### src/rtl/round_timer_ctrl.sv
// Round sequencer for the Fruit Ninja datapath: ready countdown, timed play
// phase with pause, periodic spawn requests and the BCD seconds display.
module round_timer_ctrl #(
   parameter int ROUND_SECS     = 60,
   parameter int COUNTDOWN_SECS = 3,
   parameter int SPAWN_PERIOD   = 2
) (
   input  logic       clk,
   input  logic       rstn,
   input  logic       tick_1s,
   input  logic       start,
   input  logic       pause,
   input  logic       game_over_req,
   output logic [2:0] state,
   output logic [3:0] ready_cnt,
   output logic [3:0] secs_tens,
   output logic [3:0] secs_ones,
   output logic       play_en,
   output logic       spawn_pulse,
   output logic       time_up
);

   typedef enum logic [2:0] {
      IDLE  = 3'd0,
      READY = 3'd1,
      PLAY  = 3'd2,
      PAUSE = 3'd3,
      OVER  = 3'd4
   } state_t;

   localparam logic [3:0] ROUND_TENS = 4'(ROUND_SECS / 10);
   localparam logic [3:0] ROUND_ONES = 4'(ROUND_SECS % 10);
   localparam logic [3:0] READY_INIT = 4'(COUNTDOWN_SECS);
   localparam logic [3:0] SPAWN_LAST = 4'(SPAWN_PERIOD - 1);

   state_t     state_q, state_n;
   logic [3:0] ready_n, tens_n, ones_n;
   logic [3:0] spawn_cnt_q, spawn_cnt_n;
   logic       spawn_n, time_up_n;

   assign state = state_q;

   always_ff @(posedge clk) begin
      if (!rstn) begin
         state_q     <= IDLE;
         ready_cnt   <= READY_INIT;
         secs_tens   <= ROUND_TENS;
         secs_ones   <= ROUND_ONES;
         spawn_cnt_q <= 4'd0;
         play_en     <= 1'b0;
         spawn_pulse <= 1'b0;
         time_up     <= 1'b0;
      end else begin
         state_q     <= state_n;
         ready_cnt   <= ready_n;
         secs_tens   <= tens_n;
         secs_ones   <= ones_n;
         spawn_cnt_q <= spawn_cnt_n;
         play_en     <= (state_n == PLAY);
         spawn_pulse <= spawn_n;
         time_up     <= time_up_n;
      end
   end

   // In PLAY a game-over request beats pause, which beats the tick; a losing
   // tick neither decrements the time nor advances the spawn counter.
   always_comb begin
      state_n     = state_q;
      ready_n     = ready_cnt;
      tens_n      = secs_tens;
      ones_n      = secs_ones;
      spawn_cnt_n = spawn_cnt_q;
      spawn_n     = 1'b0;
      time_up_n   = 1'b0;
      case (state_q)
         IDLE, OVER: begin
            if (start) begin
               tens_n      = ROUND_TENS;
               ones_n      = ROUND_ONES;
               ready_n     = READY_INIT;
               spawn_cnt_n = 4'd0;
               state_n     = (COUNTDOWN_SECS == 0) ? PLAY : READY;
            end
         end
         READY: begin
            if (game_over_req) begin
               state_n = OVER;
            end else if (tick_1s) begin
               if (ready_cnt <= 4'd1) begin
                  ready_n     = 4'd0;
                  spawn_cnt_n = 4'd0;
                  state_n     = PLAY;
               end else begin
                  ready_n = ready_cnt - 4'd1;
               end
            end
         end
         PLAY: begin
            if (game_over_req) begin
               state_n = OVER;
            end else if (pause) begin
               state_n = PAUSE;
            end else if (tick_1s) begin
               if (spawn_cnt_q == SPAWN_LAST) begin
                  spawn_cnt_n = 4'd0;
                  spawn_n     = 1'b1;
               end else begin
                  spawn_cnt_n = spawn_cnt_q + 4'd1;
               end
               // The 00 case is unreachable here but is held rather than wrapped.
               if (secs_tens == 4'd0 && secs_ones == 4'd1) begin
                  ones_n    = 4'd0;
                  state_n   = OVER;
                  time_up_n = 1'b1;
               end else if (secs_ones == 4'd0) begin
                  if (secs_tens != 4'd0) begin
                     ones_n = 4'd9;
                     tens_n = secs_tens - 4'd1;
                  end
               end else begin
                  ones_n = secs_ones - 4'd1;
               end
            end
         end
         PAUSE: begin
            if (game_over_req) begin
               state_n = OVER;
            end else if (pause) begin
               state_n = PLAY;
            end
         end
         default: state_n = IDLE;
      endcase
   end

endmodule

### config.mk
export PLATFORM = sky130hd
export DESIGN_NAME = round_timer_ctrl
export DESIGN_NICKNAME = d
export VERILOG_FILES = /design/src/rtl/round_timer_ctrl.sv
export SDC_FILE = /design/constraint.sdc
export NUM_CORES = 1
export LEC_CHECK = 0
export BUFFER_PORTS_ARGS = -buffer_cell sky130_fd_sc_hd__buf_2
export CORE_MARGIN = 4
export CORE_UTILIZATION = 36
export DETAILED_ROUTE_END_ITERATION = 8
export HOLD_SLACK_MARGIN = 0.15
export PLACE_DENSITY_LB_ADDON = 0.3
export SYNTH_ARGS = -nofsm -noshare
export SYNTH_HDL_FRONTEND = slang
export SYNTH_SLANG_ARGS = --single-unit
### constraint.sdc
create_clock -name clk -period 1.76 [get_ports clk]
set_input_delay 0.264 -clock clk [delete_from_list [all_inputs] [get_ports clk]]
set_output_delay 0.264 -clock clk [all_outputs]
set_load 0.02 [all_outputs]
==> metrics.txt, run 1 <==
Max Clk Rate=approximately 580 MHz; layout cells sized above 1=between 20% and 30%; mux contribution to synthesized area=roughly 4.1%; Setup crit end=secs_tens[2]; Final WS setup=0.0284 ns; Synth Area in Compound Gates=between 20% and 30%; Data arrival, critical path=around 1.9 ns; Syn. warnings=0; Die Width=a little over 70 um; RSZ-0062 raised after global routing=yes; initial antenna violation count=0; Inst Count DP=between 200 and 250; Synth Register Bits=22; ant diodes=0; most area-hungry cell type in the Yosys netlist=dfxtp_1; # DRC=0; I/O Buffers=23; worst-path cell chain=inv_1 -> ha_1 -> nand4bb_1 -> a31oi_1 -> or4_1 -> nand3_1; WL per Instance=about 15 um; largest cells by area after synthesis=dfxtp_1 (30%), ha_1 (7.8%), mux2i_1 (4.1%), a21oi_1 (3.8%), inv_1 (3.1%); CTS tree=done; core area=~0.0038 sq mm; Async SR Flop Fraction=0%; Worst Skew=between 0.009 and 0.01 ns; final setup fails=0; worst setup path class=reg2reg; Mean Syn Cell Area=around 8.5 sq um; slew of the pin with the lowest slew margin=roughly 0.36 ns; placed cell area=between 0.0015 and 0.002 sq mm; HPWL after DPL=between 2000 and 3000 um; R2R Path End=secs_tens[2]; CTS HTree Levels=1; final core utilization=47.0%; Rel. slew slack=around three quarters; largest net degree at the start of global routing=13; Final Slew Violations=0; Final min period=1.73 ns; Post-synth EDFFs=0; Layout Nets=between 200 and 250; top-area cell type share of the netlist area=30.3%; Total GRT Usage=between 10 and 15%; final worst-path cycle share=98.4%; XOR/XNOR Fraction of Synth Area=less than 1%; worst setup path start=secs_tens[0]; Critical Path Fanout Max=5; Clock Path Buffers=2; post-route cell area=~0.0018 sq mm; LEAKAGE=roughly 0.7 nW; top_reg_cell synth=dfxtp_1; die area=approximately 0.005 sq mm; post-synthesis adder-cell area fraction=7.75%; reg-to-reg critical path startpoint=secs_tens[0]; Reg2Reg Depth=6; crit start category=flop; pwr dens=between 500 and 600 mW/mm^2; CTS Sinks=22; Root Driver=clkbuf_8; CTS Hold Buffers Added=0; maximum VDD drop=around 0.26 mV; Cell Rows=22; vias=roughly 1.4k; fin cells=approximately 250; worst hold path type=in2reg; Syn Inst Count=~170; Req. time, crit path=1.96 ns; FF-to-FF setup slack=approximately 0.028 ns; Clock Latency Late Sink=~0.27 ns; DR pass1 iterations=4; Cell variety after synth=51; initial core utilization=between 30% and 40%; max-cap violations=0; TritonCTS buffer count=3; pre-CTS setup slack=0.0163 ns; synth cell count leaders=dfxtp_1 (22), inv_1 (12), a21oi_1 (11), nand2_1 (11); io pins=24; crit-path max cell delay=about 0.49 ns; status=complete, no violations; Placer Congestion=about 0.80; GRT Residual Overflow=0; drt total wl=3670 um; vias per cell=around 5.6; Mapped Nets=186; Layout area overhead=22.0%; post-synthesis sequential area ratio=a little over 30%; clock slew at reported path FFs=0.08 ns; first-pass GRT wire length=just over 6000 um; most instantiated library cell after synthesis=dfxtp_1; DRT iter0 DRCs=98; simple-gate area share of the yosys netlist=a little over a quarter; vias in the first global route=~1.3k; height of the die=~72 um; Crit-path slowest cell=or4_1; main combinational cell family by area after synthesis=simple AND/OR/NAND/NOR gates; Final Hold Vio Count=0; CP endpoint kind=flop; ANT nets after route=0; synthesized area=~0.0015 sq mm
## cells by family (layout without fill, tap and decap cells)
logic type                 after synthesis  after routing
AOI/OAI and AO/OA                       52             52
muxes                                    6              6
buffers and inverters                   18             51
xor gates and xnor gates                 1              1
adders and majority gates                9              9
and+or+nand+nor                         63             63
DFF                                     22             22
## area by class of cell
type / instances / area (sq um)
multi-input combinational: 131 / 968
tap: 48 / 60.1
fill: 383 / 2000
sequential: 22 / 445
clock buffer: 3 / 41.3
timing repair buffer: 36 / 213
inverter: 12 / 45.0
## critical path: cells and delay by family (launching register included)
kind	cells	cell delay, ns
DFF	1	0.38
buffers and inverters	1	0.09
and+or+nand+nor	3	0.81
AOI/OAI and AO/OA	1	0.18
adders and majority gates	1	0.22
## through the flow
stage	hold slack, ns	TNS, ns	total power, mW
after floorplan	0.435	0	0.658
after global placement	0.459	0	0.718
after detailed placement	0.474	0	0.720
after CTS	0.301	0	1.04
after global routing	0.309	-0.137	1.09
final	0.315	0	1.04
## how the worst min path moves through the flow
stage,slack [ns],depth (start not counted),start,to
finish,0.32,2,rstn,state[2]
global route,0.31,2,rstn,state[2]
CTS,0.30,2,rstn,state[2]
detailed placement,0.47,1,spawn_cnt_q[3],spawn_cnt_q[3]
global placement,0.46,1,spawn_cnt_q[3],spawn_cnt_q[3]
floorplan,0.44,2,tick_1s,state[1]
## per-layer routing
metal / global-route usage, % / routed length [um]
met4: 4.80 / 29
met1: 20.3 / 1810
met3: 2.38 / 175
met5: 0 / 0
met2: 23.2 / 1650
## state kept, by name, indices dropped and copies added (netlist names)
name / count
secs_ones: 4
time_up: 1
spawn_pulse: 1
spawn_cnt_q: 4
play_en: 1
state: 3
ready_cnt: 4
secs_tens: 4
## power breakdown
group,leakage (nW),switching (mW),internal [mW]
clock,0.0216,0.175,0.153
combinational,0.519,0.108,0.0787
sequential,0.178,0.0171,0.509
total,0.719,0.300,0.741
## placed cells by master (no fill, tap or decap), types with 6 or more instances in the layout
cell	n
a21oi_1	11
buf_4	13
nand3_1	7
ha_1	9
mux2i_1	6
nand2_1	11
buf_2	23
nor2_1	9
dfxtp_1	18
inv_1	12
## repair_timing
item | in CTS | in global routing
buffers inserted | 0 | 0
pin swaps | 0 | 1
resized for setup | 1 | 7
endpoints found under the hold margin | 0 | 0
endpoints found under the setup margin | 1 | 9
Power figures use the tool's default switching activity.
==> run 2: changes to the inputs <==
--- a/config.mk
+++ b/config.mk
@@ -5,12 +5,12 @@
 export SDC_FILE = /design/constraint.sdc
 export NUM_CORES = 1
 export LEC_CHECK = 0
+export ABC_AREA = 1
 export BUFFER_PORTS_ARGS = -buffer_cell sky130_fd_sc_hd__buf_2
 export CORE_MARGIN = 4
 export CORE_UTILIZATION = 36
 export DETAILED_ROUTE_END_ITERATION = 8
 export HOLD_SLACK_MARGIN = 0.15
-export PLACE_DENSITY_LB_ADDON = 0.3
 export SYNTH_ARGS = -nofsm -noshare
 export SYNTH_HDL_FRONTEND = slang
 export SYNTH_SLANG_ARGS = --single-unit
==> constraint.sdc (replaced) <==
create_clock -name clk -period 2.02 [get_ports clk]
set_input_delay 0.303 -clock clk [delete_from_list [all_inputs] [get_ports clk]]
set_output_delay 0.303 -clock clk [all_outputs]
set_load 0.02 [all_outputs]
==> run 2 against run 1 <==
Clock power is 18% lower. Area after synthesis fell by 0.17%. Cell count grew 19%. Global-route usage is 1.3 points lower. Clock skew shrank 0.0058 ns. Via count rose by 2.6%. Critical path depth rose by 4. Total power decreased by 9.2%. Non-clock buffer count fell by 12. Sequential share of layout area grew 1.3 points. Die area fell by 0.15%. Critical endpoint is now spawn_cnt_q[1]. Largest power group unchanged. Highest routed layer unchanged.
==> metrics.txt, run 2 <==
status=complete, no violations; Placer Congestion=0.925 (+16%); cell mode on critical path=nand2_1; worst hold path type=in2reg; Layout area overhead=14.9%; largest cells by area after synthesis=dfxtp_1 (30%), nand2_1 (16%), nand3_1 (9.3%), ha_1 (7.8%), inv_1 (7.2%); CTS HTree Levels=1 (unchanged); Pint=650 uW (-12%); Post CTS Setup Buffer Count=0 (unchanged); Die Width=71.5 um (about the same); Combinational Power Share=21.5% (+3.5 points); initial antenna violation count=0 (unchanged); # DRC=0 (unchanged); CTS Sinks=22 (unchanged); fin cells=301 (+19%); CP endpoint kind=flop; final worst-path cycle share=83.8% (-15 points); largest net degree at the start of global routing=15 (+2); top_reg_cell synth=dfxtp_1; initial core utilization=38.5% (-0.066 points); commonest non-fill, non-tap cells in the layout=nand2_1 (63), inv_1 (28), nor2_1 (27), nand3_1 (27), buf_2 (23); final core utilization=44.2% (-2.8 points); HPWL after DPL=2560 um (-6.2%); DRT iter0 DRCs=62 (-37%); post-synthesis sequential area ratio=30.4% (+0.052 points); WL per Instance=10.9 um (-25%); most area-hungry cell type in the Yosys netlist=dfxtp_1; vias=1444 (+2.6%); Net Switching=295 uW (-1.7%); Layout Nets=270 (+22%); Root Driver=clkbuf_8; multi-input logic area=893 sq um (-7.8%); worst-path cell chain=inv_1 -> ha_1 -> o21ai_0 -> nand2_1 -> nand2_1 -> nor2_4 -> nand2_1 -> nand2_1 -> nand2_1 -> nor2_1; Clock Latency Late Sink=0.26 ns (about the same); Rel. slew slack=67.5% (-8.4 points); max-cap violations=0 (unchanged); slew of the pin with the lowest slew margin=0.488 ns (+0.130 ns); Reg area=440 sq um (-1.1%); Req. time, crit path=2.16 ns (+0.20 ns); Final min period=1.69 ns (-0.0398 ns); GRT Residual Overflow=0 (unchanged); Total GRT Usage=13.3% (-1.3 points); DR pass1 iterations=4 (unchanged); io pins=24 (unchanged); Final Slew Violations=0 (unchanged); CTS tree=done; clock power share=28.6% (-2.9 points); I/O Buffers=23 (unchanged); Post-synth EDFFs=0 (unchanged); Layout fillers=410 (+7.0%); synthesized area=0.00145 sq mm (-0.17%); ANT nets after route=0 (unchanged); sequential share of power=49.9% (-0.6 points); worst path buffer plus inverter count=1 (unchanged); final setup fails=0 (unchanged); Setup TNS=0 ns (unchanged); Clock Path Buffers=2 (unchanged); Cell variety after synth=24 (-53%); Cell Rows=22 (unchanged); synth cell count leaders=nand2_1 (63), inv_1 (28), nand3_1 (27), nor2_1 (27), dfxtp_1 (22); Synth Register Bits=22 (unchanged); crit-path max cell delay=0.41 ns (-0.08 ns); worst setup path class=reg2reg; height of the die=71.5 um (about the same); Mean Syn Cell Area=6.36 sq um (-25%); worst hold start=rstn; pwr dens=568 mW/mm^2 (-3.4%); Inst Count DP=298 (+20%); drt total wl=3270 um (-11%); Critical Path Fanout Max=6 (+1); Max Clk Rate=591 MHz (+2.4%); Async SR Flop Fraction=0% (unchanged); Worst Skew=0.00354 ns (-0.00584 ns); core area=0.00377 sq mm (unchanged); PostCTS Resize Cnt=0 (-1); most instantiated library cell after synthesis=nand2_1; Data arrival, critical path=1.83 ns (-0.11 ns); Final Hold Vio Count=0 (unchanged); RSZ-0062 raised after global routing=no; reg-to-reg critical path startpoint=ready_cnt[0]; CTS Hold Buffers Added=0 (unchanged); Top delay family on crit path=simple AND/OR/NAND/NOR gates; crit start category=flop; TritonCTS buffer count=3 (unchanged); clock slew at reported path FFs=0.08 ns (about the same); die area=0.00511 sq mm (-0.15%); Syn Inst Count=228 (+33%); vias per cell=4.80 (-14%); placed cell area=0.00163 sq mm (-4.4%); layout cells sized above 1=15.8% (-12 points); vias in the first global route=1318 (+0.84%); LEAKAGE=0.814 nW (+13%); maximum VDD drop=0.240 mV (-8.6%); worst setup path start=ready_cnt[0]; commonest non-fill, non-tap cell in the layout=nand2_1; Crit-path slowest cell=dfxtp_1; Switching Fraction=31.2% (+2.4 points); first-pass GRT wire length=5640 um (-8.3%); ant diodes=0 (unchanged); post-route cell area=0.00167 sq mm (-6.0%); top-area cell type share of the netlist area=30.4% (+0.052 points); Syn. warnings=0 (unchanged); Mapped Nets=243 (+31%)
run 2: logic make-up after synthesis:
kind of cell	after synthesis	share of synthesized area, %
simple gates	132	39.9
compound gates	31	12.1
buf+inv	31	8.02
flops	22	30.4
fa+ha+maj	9	7.77
xor+xnor	3	1.81
run 2: worst paths after layout:
| kind | endpoint | slack (ns) | cells after the start |
|---|---|---|---|
| worst min-delay path | secs_tens[2] | 0.32 | 2 |
| worst min register to register | secs_tens[0] | 0.48 | 2 |
| worst max-delay path | spawn_cnt_q[1] | 0.33 | 10 |
| worst max register to register | spawn_cnt_q[1] | 0.33 | 10 |
run 2: cell type report:
| cell class | instances | area share (%) |
|---|---|---|
| clock buffer | 3 | 2.48 |
| timing repair buffer | 24 | 7.36 |
| multi-input combinational | 175 | 53.6 |
| tap | 48 | 3.60 |
| inverter | 29 | 6.53 |
| sequential | 22 | 26.4 |
run 2: stage by stage:
step / setup WS [ns] / hold WS, ns / power, mW
after floorplan: 0.394 / 0.463 / 0.633
after global placement: 0.317 / 0.467 / 0.687
after detailed placement: 0.340 / 0.468 / 0.686
after CTS: 0.320 / 0.302 / 0.965
after global routing: 0.0845 / 0.310 / 1.02
final: 0.328 / 0.318 / 0.946
run 2: worst reg2reg max path, cell delays in order, from the launching register on:
cell,delay (ns)
dfxtp_1,0.41
inv_1,0.08
ha_1,0.22
o21ai_0,0.29
nand2_1,0.14
nand2_1,0.12
nor2_4,0.06
nand2_1,0.10
nand2_1,0.06
nand2_1,0.05
nor2_1,0.03
run 2: routing by layer:
| layer | wire [um] | global-route usage (%) | part of all wire [%] |
|---|---|---|---|
| met5 | 0 | 0 | 0 |
| met4 | 59 | 5.64 | 1.8 |
| met3 | 142 | 2.38 | 4.3 |
| met2 | 1490 | 21.7 | 45 |
| met1 | 1580 | 17.2 | 48 |
run 2: power by group through the flow:
stage | Combinational, mW | Clock, mW | Sequential [mW]
3_5_place_dp | 0.203 | 0 | 0.482
2_1_floorplan | 0.138 | 0 | 0.494
3_3_place_gp | 0.205 | 0 | 0.482
4_1_cts | 0.204 | 0.288 | 0.472
6_report | 0.204 | 0.270 | 0.472
5_1_grt | 0.236 | 0.304 | 0.477
==> run 3: changes to the inputs <==
--- a/config.mk
+++ b/config.mk
@@ -5,7 +5,7 @@
 export SDC_FILE = /design/constraint.sdc
 export NUM_CORES = 1
 export LEC_CHECK = 0
-export ABC_AREA = 1
+export ABC_AREA = 0
 export BUFFER_PORTS_ARGS = -buffer_cell sky130_fd_sc_hd__buf_2
 export CORE_MARGIN = 4
 export CORE_UTILIZATION = 36
==> constraint.sdc (replaced) <==
create_clock -name clk -period 1.5 [get_ports clk]
set_input_delay 0.225 -clock clk [delete_from_list [all_inputs] [get_ports clk]]
set_output_delay 0.225 -clock clk [all_outputs]
set_load 0.02 [all_outputs]
==> run 3 against run 2 <==
The flow now finishes with violations (negative setup slack). Clock skew down 0.00064 ns. Largest power group unchanged. Setup slack got worse by 0.42 ns. Via count increased by 5.4%. Register-to-register slack worse by 0.42 ns. Fmax up 6.3%. Wire length increased by 26%.
==> metrics.txt, run 3 (same netlist as run 1, synthesis figures left out) <==
die area=0.00512 sq mm (+0.15%); RSZ-0062 raised after global routing=yes; largest net degree at the start of global routing=14 (-1); Pint=1.00 mW (+54%); vias=1522 (+5.4%); Data arrival, critical path=1.80 ns (-0.03 ns); crit start category=flop; commonest non-fill, non-tap cell in the layout=buf_4; Max Clk Rate=628 MHz (+6.3%); height of the die=71.5 um (about the same); Total GRT Usage=16.2% (+2.9 points); CTS tree=done; Cell Rows=22 (unchanged); Final WS setup=-0.0919 ns (-0.420 ns); io pins=24 (unchanged); TritonCTS buffer count=3 (unchanged); maximum VDD drop=0.525 mV (+120%); vias per cell=5.60 (+17%); failing checks=negative setup slack; ant diodes=0 (unchanged); Worst Skew=0.00290 ns (-0.000635 ns); clock slew at reported path FFs=0.08 ns (about the same); Root Driver=clkbuf_8; Placer Congestion=0.856 (-7.5%); Req. time, crit path=1.71 ns (-0.45 ns); worst hold path type=in2reg; Net Switching=368 uW (+25%); Clock Latency Late Sink=0.26 ns (about the same); Critical Path Fanout Max=4 (-2); worst setup path class=reg2reg; GRT Residual Overflow=0 (unchanged); Rel. slew slack=78.7% (+11 points); Combinational Power Share=20.1% (-1.4 points); Final Slew Violations=0 (unchanged); Switching Fraction=26.8% (-4.4 points); CTS Sinks=22 (unchanged); Layout area overhead=45.0%; slew of the pin with the lowest slew margin=0.319 ns (-0.169 ns); sequential share of power=44.4% (-5.5 points); Layout Nets=240 (-11%); layout cells sized above 1=46.4% (+31 points); pwr dens=652 mW/mm^2 (+15%); commonest non-fill, non-tap cells in the layout=buf_4 (32), buf_2 (23), dfxtp_1 (13), nand2_1 (11), a21oi_1 (11); Final min period=1.59 ns (-0.100 ns); Final Hold Vio Count=0 (unchanged); first-pass GRT wire length=6810 um (+21%); DR pass1 iterations=4 (unchanged); final worst-path cycle share=106% (+22 points); vias in the first global route=1482 (+12%); initial antenna violation count=0 (unchanged); core area=0.00377 sq mm (unchanged); WL per Instance=15.2 um (+40%); post-route cell area=0.00211 sq mm (+26%); I/O Buffers=23 (unchanged); Layout fillers=308 (-25%); CP endpoint kind=flop; pre-CTS setup slack=-0.133 ns (-0.473 ns); # DRC=0 (unchanged); status=finished with violations; CTS Hold Buffers Added=0 (unchanged); CTS HTree Levels=1 (unchanged); DRT iter0 DRCs=57 (-8.1%); placed cell area=0.00192 sq mm (+18%); initial core utilization=38.5% (+0.066 points); ANT nets after route=0 (unchanged); drt total wl=4130 um (+26%); LEAKAGE=0.839 nW (+3.1%); Die Width=71.5 um (about the same); Clock Path Buffers=2 (unchanged); max-cap violations=0 (unchanged); final setup fails=7 (+7); HPWL after DPL=3070 um (+20%); clock power share=35.4% (+6.8 points)
run 3: cell count changes in the layout (fill, tap and decap cells not counted), sizes merged, moves of 8 or more:
cell,delta
buf,+31
nand3,-21
nand2,-53
a21oi,-8
inv,-17
nor2,-23
run 3: power groups by stage:
stage	registers (mW)	clock network (mW)	logic, mW
floorplan	0.636	0	0.152
global placement	0.625	0	0.240
detailed placement	0.626	0	0.247
CTS	0.610	0.502	0.263
global route	0.612	0.521	0.299
finish	0.610	0.486	0.277
run 3: what timing repair did:
item | CTS | global route
pin swaps | 4 | 1
buffers inserted | 1 | 1
setup endpoints to repair | 12 | 16
resized for setup | 15 | 4
run 3: layout make-up:
cell class / instances / area, sq um / share of cell area [%]
Clock buffer: 4 / 66.3 / 3.15
Inverter: 12 / 55.1 / 2.61
Multi-Input combinational cell: 131 / 1100 / 52.1
Timing Repair Buffer: 55 / 355 / 16.9
Sequential cell: 22 / 472 / 22.4
Tap cell: 48 / 60.1 / 2.85
run 3: critical path, stage by stage, from the launching register on:
cell	delay (ns)
dfxtp_4	0.36
inv_4	0.07
ha_4	0.13
nor3b_4	0.26
a31oi_2	0.15
or4_1	0.49
nand3_1	0.08
run 3: layer usage:
layer | wire length (um) | track usage, %
met5 | 0 | 0
met4 | 23 | 4.38
met3 | 161 | 3.23
met2 | 2120 | 29.2
met1 | 1830 | 19.5
run 3: worst paths after layout:
path / from / endpoint / slack (ns) / cells past startpoint
worst max register to register: secs_ones[1] / secs_tens[2] / -0.09 / 6
worst min register to register: spawn_cnt_q[3] / spawn_cnt_q[3] / 0.49 / 1
worst max-delay path: secs_ones[1] / secs_tens[2] / -0.09 / 6
worst min-delay path: tick_1s / state[1] / 0.31 / 3
run 3: per-stage QoR:
stage	power (mW)	hold WS, ns	instances	util (%)	TNS [ns]
after CTS	1.38	0.296	271	55.0	-0.249
after detailed placement	0.873	0.482	266	50.8	-0.560
after floorplan	0.788	0.389	171	-	-0.0140
final	1.37	0.306	272	55.8	-0.314
after global placement	0.865	0.457	266	50.8	-0.181
after global routing	1.43	0.336	272	55.8	-1.06
